[src/rtl/uc_collect_arbiter.sv]
// rtl/uc_collect_arbiter.sv - unit-clause collector: engine grant, dup/complement filter, broadcast FIFO
module uc_collect_arbiter #(
  parameter int NUM_ENG = 4,
  parameter int LIT_W   = 8,
  parameter int DEPTH   = 8,
  parameter int CNT_W   = 16
) (
  input  logic                     clk,
  input  logic                     rst,
  input  logic                     mode,
  input  logic                     flush,
  input  logic [NUM_ENG-1:0]       eng_valid,
  input  logic [NUM_ENG*LIT_W-1:0] eng_lit,
  output logic [NUM_ENG-1:0]       eng_pop,
  output logic                     out_valid,
  output logic [LIT_W-1:0]         out_lit,
  input  logic                     out_ready,
  output logic                     gst_valid,
  output logic [LIT_W-1:0]         gst_lit,
  output logic                     conflict,
  output logic                     idle,
  output logic [CNT_W-1:0]         dup_cnt
);

  localparam int AW = $clog2(DEPTH);
  localparam int RW = (NUM_ENG > 1) ? $clog2(NUM_ENG) : 1;
  localparam int IW = LIT_W - 1;

  typedef enum logic {ST_RUN, ST_CONF} state_t;
  state_t state_q, state_d;

  logic [LIT_W-1:0] mem [DEPTH];
  logic [AW-1:0]    wr_ptr, rd_ptr, rel;
  logic [AW:0]      count;
  logic [RW-1:0]    rr_ptr, gnt_idx;
  logic [LIT_W-1:0] best_key, g_lit;
  logic             gnt_any, grant, hit_dup, hit_comp, lit_null;
  logic             do_push, do_pop, do_dup, do_conf;
  int               rr_e;

  // Priority key orders by variable index first, positive before negated
  function automatic logic [LIT_W-1:0] lit_key(input logic [LIT_W-1:0] l);
    return {l[IW-1:0], l[LIT_W-1]};
  endfunction

  always_comb begin
    gnt_any  = 1'b0;
    gnt_idx  = '0;
    best_key = '1;
    rr_e     = 0;
    if (mode) begin
      for (int i = 0; i < NUM_ENG; i++) begin
        if (eng_valid[i] && (!gnt_any || lit_key(eng_lit[i*LIT_W +: LIT_W]) < best_key)) begin
          gnt_any  = 1'b1;
          gnt_idx  = RW'(i);
          best_key = lit_key(eng_lit[i*LIT_W +: LIT_W]);
        end
      end
    end else begin
      for (int k = 0; k < NUM_ENG; k++) begin
        rr_e = (int'(rr_ptr) + k) % NUM_ENG;
        if (!gnt_any && eng_valid[rr_e]) begin
          gnt_any = 1'b1;
          gnt_idx = RW'(rr_e);
        end
      end
    end
  end

  // A pop in the same cycle never frees a slot for the grant
  assign grant   = (state_q == ST_RUN) && !rst && !flush && (count < (AW+1)'(DEPTH)) && gnt_any;
  assign eng_pop = grant ? (NUM_ENG'(1) << gnt_idx) : '0;
  assign g_lit   = eng_lit[int'(gnt_idx)*LIT_W +: LIT_W];

  // Filter covers every occupied entry, including a head leaving this cycle
  always_comb begin
    hit_dup  = 1'b0;
    hit_comp = 1'b0;
    rel      = '0;
    for (int j = 0; j < DEPTH; j++) begin
      rel = AW'(j) - rd_ptr;
      if (({1'b0, rel} < count) && (mem[j][IW-1:0] == g_lit[IW-1:0])) begin
        if (mem[j][LIT_W-1] == g_lit[LIT_W-1]) hit_dup  = 1'b1;
        else                                   hit_comp = 1'b1;
      end
    end
  end

  assign lit_null = (g_lit[IW-1:0] == '0);
  assign do_conf  = grant && !lit_null && hit_comp;
  assign do_dup   = grant && !lit_null && hit_dup && !hit_comp;
  assign do_push  = grant && !lit_null && !hit_dup && !hit_comp;

  assign out_valid = (state_q == ST_RUN) && (count != '0);
  assign out_lit   = mem[rd_ptr];
  assign do_pop    = out_valid && out_ready && !rst && !flush;
  assign conflict  = (state_q == ST_CONF);
  assign idle      = !(|eng_valid) && (count == '0) && !conflict;

  always_comb begin
    state_d = state_q;
    if (do_conf) state_d = ST_CONF;
  end

  always_ff @(posedge clk) begin
    if (rst || flush) state_q <= ST_RUN;
    else              state_q <= state_d;
  end

  always_ff @(posedge clk) begin
    if (do_push) mem[wr_ptr] <= g_lit;
  end

  always_ff @(posedge clk) begin
    if (rst || flush) begin
      wr_ptr    <= '0;
      rd_ptr    <= '0;
      count     <= '0;
      rr_ptr    <= '0;
      dup_cnt   <= '0;
      gst_valid <= 1'b0;
      gst_lit   <= '0;
    end else begin
      gst_valid <= do_push;
      if (do_push) begin
        gst_lit <= g_lit;
        wr_ptr  <= wr_ptr + 1'b1;
      end
      if (do_pop) rd_ptr <= rd_ptr + 1'b1;
      case ({do_push, do_pop})
        2'b10:   count <= count + 1'b1;
        2'b01:   count <= count - 1'b1;
        default: count <= count;
      endcase
      if (grant && !mode) begin
        if (int'(gnt_idx) == NUM_ENG - 1) rr_ptr <= '0;
        else                              rr_ptr <= gnt_idx + 1'b1;
      end
      if (do_dup && (dup_cnt != '1)) dup_cnt <= dup_cnt + 1'b1;
    end
  end

endmodule
[config.mk]
export PLATFORM = sky130hd
export DESIGN_NAME = uc_collect_arbiter
export DESIGN_NICKNAME = d
export VERILOG_FILES = /design/src/rtl/uc_collect_arbiter.sv
export SDC_FILE = /design/constraint.sdc
export NUM_CORES = 1
export LEC_CHECK = 0
export CAP_MARGIN = 30
export CELL_PAD_IN_SITES_DETAIL_PLACEMENT = 1
export CELL_PAD_IN_SITES_GLOBAL_PLACEMENT = 2
export CORE_ASPECT_RATIO = 1.4
export CORE_UTILIZATION = 37
export CTS_CLUSTER_SIZE = 16
export DETAILED_ROUTE_END_ITERATION = 10
export GPL_TIMING_DRIVEN = 0
export PLACE_DENSITY_LB_ADDON = 0.15
export SETUP_SLACK_MARGIN = 0.05
export SYNTH_ARGS = -nofsm -noshare
export SYNTH_HDL_FRONTEND = slang
export SYNTH_SLANG_ARGS = --single-unit
[constraint.sdc]
create_clock -name clk -period 14.4 [get_ports clk]
set_input_delay 2.88 -clock clk [delete_from_list [all_inputs] [get_ports clk]]
set_output_delay 2.88 -clock clk [all_outputs]
set_load 0.03 [all_outputs]
==> impl_metrics.py <==
metrics = {
    "status": {
        "outcome": "finished clean",
    },
    "pwr": {
        "leakage_uw": 0.003292,
        "powerDensity_mw_per_mm2": 93.88,
        "ir_drop_v": 0.00006188,
    },
    "global_route": {
        "grt_pass1_wl_mm": 42.68,
        "gr-total-overflow": 0,
        "antenna_found_initial": 0,
        "grtUsageTotal_pct": 26.56,
        "grt_pass1_vias": 7375,
        "grt_max_degree": 20,
    },
    "floorplanning": {
        "die_w_um": 123.9,
        "die_area_mm2": 0.02140,
        "start_util_pct": 37.60,
        "io_pins": 81,
        "die_h_um": 172.7,
        "rows": 62,
        "core_mm2": 0.02048,
    },
    "worst_setup_path": {
        "cp-end-kind": "primary output",
        "cp_num_buf_inv": 7,
        "worst-setup-path-type": "input port to primary output",
        "crit_path_frequent_cell": "ha_1",
        "rrSetupSlack_ns": 7.96,
        "critPathSlowestCell": "clkdlybuf4s50_1",
        "cpLargestDelayFamily": "buffers and inverters",
        "required_ns": 11.52,
        "start_kind": "input port",
        "max_stage_delay_ns": 0.67,
        "cp_max_fo": 11,
        "arrival_ns": 11.09,
    },
    "synth": {
        "ys_types": 90,
        "yosysWarningCount": 0,
        "synth_fp_nets": 878,
        "synth-main-ff-cell": "edfxtp_1",
        "avgSynthCellArea_um2": 9.685,
        "synth.yosys.seq_area_share_pct": 35.62,
        "synth-seq-cells": 105,
        "synthCells": 795,
        "syn_area_mm2": 0.007700,
        "synthArstFlopShare_pct": 0,
        "synth-edff-count": 64,
    },
    "drt": {
        "via_per_inst": 5.959,
        "firstDrtPassIters": 5,
        "wirelength_mm": 27.92,
        "wire_per_inst_um": 24.03,
        "vias": 6924,
        "route.detailed.drc": 0,
        "drt_first_iter_violations": 420,
        "ant_nets": 0,
    },
    "placed_design": {
        "dp_hpwl_mm": 22.08,
        "io_buffer_count": 80,
        "placed_cells_incl_taps": 1140,
        "routabilityCongestion": 0.8971,
        "placed_area_mm2": 0.008915,
    },
    "timing": {
        "hold_viol_final": 0,
        "rsz0062_at_grt": "false",
        "clock.fmax_ghz": 0.07156,
        "setup_violations": 0,
        "max_slew_margin_pct": 30.63,
        "hold_slack_ns": 0.5004,
        "tightestPinTransition_ns": 1.014,
        "clock-skew-final_ns": 0.01279,
        "finalCritPeriodShare_pct": 97.04,
        "maxSlewViolCount": 0,
        "timing.final.crit_period_ns": 13.97,
    },
    "final_layout": {
        "finalNonFillerCells": 1162,
        "nNetsFinal": 984,
        "design_area_mm2": 0.009349,
        "n_antenna_cell": 0,
        "final_core_util_pct": 45.65,
        "drive_gt1_share_pct": 14.68,
        "area_growth_pct": 21.42,
    },
    "cts": {
        "numClockSinks": 105,
        "clock-root-buffer": "clkbuf_16",
        "ctsHoldBuffers": 0,
        "clk_latency_ns": 0.35,
        "htree_num_levels": 3,
        "cts_buffer_depth": 2,
        "cts_tree": "yes",
        "clk_pin_slew_ns": 0.08,
        "cts_buffers": 9,
    },
    "hold_path": {
        "hold_path.class": "register to register",
    },
    "job": {
        "maxCapViolations": 0,
    },
}
-- cells in the mapped netlist, drive strengths merged (20+ instances only) --
library cell  count  share of area (%)
nand3            20                1.5
nand2            50                2.4
ha               42                6.8
a21oi            44                2.9
clkbuf           27                1.3
inv              40                1.9
nor2             50                2.5
o21ai            31                2.1
dfxtp            41                 11
or3              22                1.9
xnor2            27                3.1
edfxtp           64                 25
-- routing by layer --
metal	wire, µm	vias up	GRT usage (%)
met2	14830	167	49.24
li1	-	3260	-
met1	10880	3444	30.12
met4	1161	0	10.52
met5	0	-	0
met3	1046	53	2.968
-- worst register-to-register path, delay by kind of cell (launching register included) --
family	cells	cell delay, ns
xor gates and xnor gates	3	0.46
DFF	1	0.42
AOI/OAI and AO/OA	7	1.70
and+or+nand+nor	8	2.07
adders and majority gates	2	0.53
buffers and inverters	5	1.22
-- worst paths after layout --
kind,start,endpoint,cells past startpoint
worst max-delay path,eng_valid[0],eng_pop[1],30
worst min-delay path,dup_cnt[8],dup_cnt[8],2
worst max register to register,rr_ptr[1],count[2],25
worst min register to register,dup_cnt[8],dup_cnt[8],2
-- kinds of logic (layout without fill, tap and decap cells) --
group                    count (synthesis)  after routing  synth area share [%]
AO/OA/AOI/OAI                          201            201                 19.14
XOR/XNOR                                41             41                 4.664
adder cells (fa/ha/maj)                 42             42                 6.825
buffers and inverters                   86            196                 4.777
flip-flops                             105            105                 35.62
multiplexers                            45             45                 8.775
AND/OR/NAND/NOR                        275            276                 20.20
-- stage by stage --
stage / TNS [ns] / setup slack, ns / total power, µW
floorplan: 0 / 2.481 / 519.9
global placement: -46.07 / -1.381 / 604.3
detailed placement: -31.36 / -0.8115 / 613.1
CTS: 0 / 0.1294 / 874.8
global route: 0 / 0.04131 / 914.4
finish: 0 / 0.4259 / 877.6
-- layout by cell type, fill, tap and decap left out, types with 10 or more instances in the layout --
cell	n
and2_1	15
nor2b_1	10
clkdlybuf4s50_1	79
xnor2_1	27
nor4_1	11
or3_1	21
or2_2	14
o2111ai_1	10
o31ai_1	12
ha_1	42
clkbuf_1	24
nand4_1	14
edfxtp_1	64
xor2_1	14
nand2_1	50
nor2_1	48
o21a_1	10
mux2i_1	12
or4_1	12
buf_4	12
mux4_2	16
a31oi_1	12
dfxtp_1	41
mux2_2	16
o21ai_0	26
nand3_1	19
nor3_1	14
a21oi_1	44
inv_1	39
-- area by class of cell --
class	count	area, µm²
Inverter	42	158.9
Clock buffer	9	225.2
Tap cell	256	320.3
Sequential cell	105	2743
Buffer	44	214.0
Multi-Input combinational cell	605	4682
Fill cell	2360	11130
Clock inverter	7	90.09
Timing Repair Buffer	94	915.9
-- state kept, by name (all words and copies together), names as in the netlist, named ones only --
| register | flops |
|---|---|
| dup_cnt | 16 |
| rd_ptr | 3 |
| mem | 64 |
| gst_valid | 1 |
| gst_lit | 8 |
| conflict | 1 |
| count | 4 |
| rr_ptr | 2 |
| wr_ptr | 3 |
-- timing repair --
item | CTS | global route
gates cloned | 0 | 1
setup endpoints to repair | 55 | 52
pin swaps | 0 | 3
setup buffers | 0 | 5
gates resized for setup | 8 | 10
-- report_power, final --
group | total [µW] | switching, µW | internal, µW
sequential | 338 | 3.28 | 335
combinational | 278 | 173 | 105
clock | 261 | 122 | 139
(Power assumes the default switching activity.)
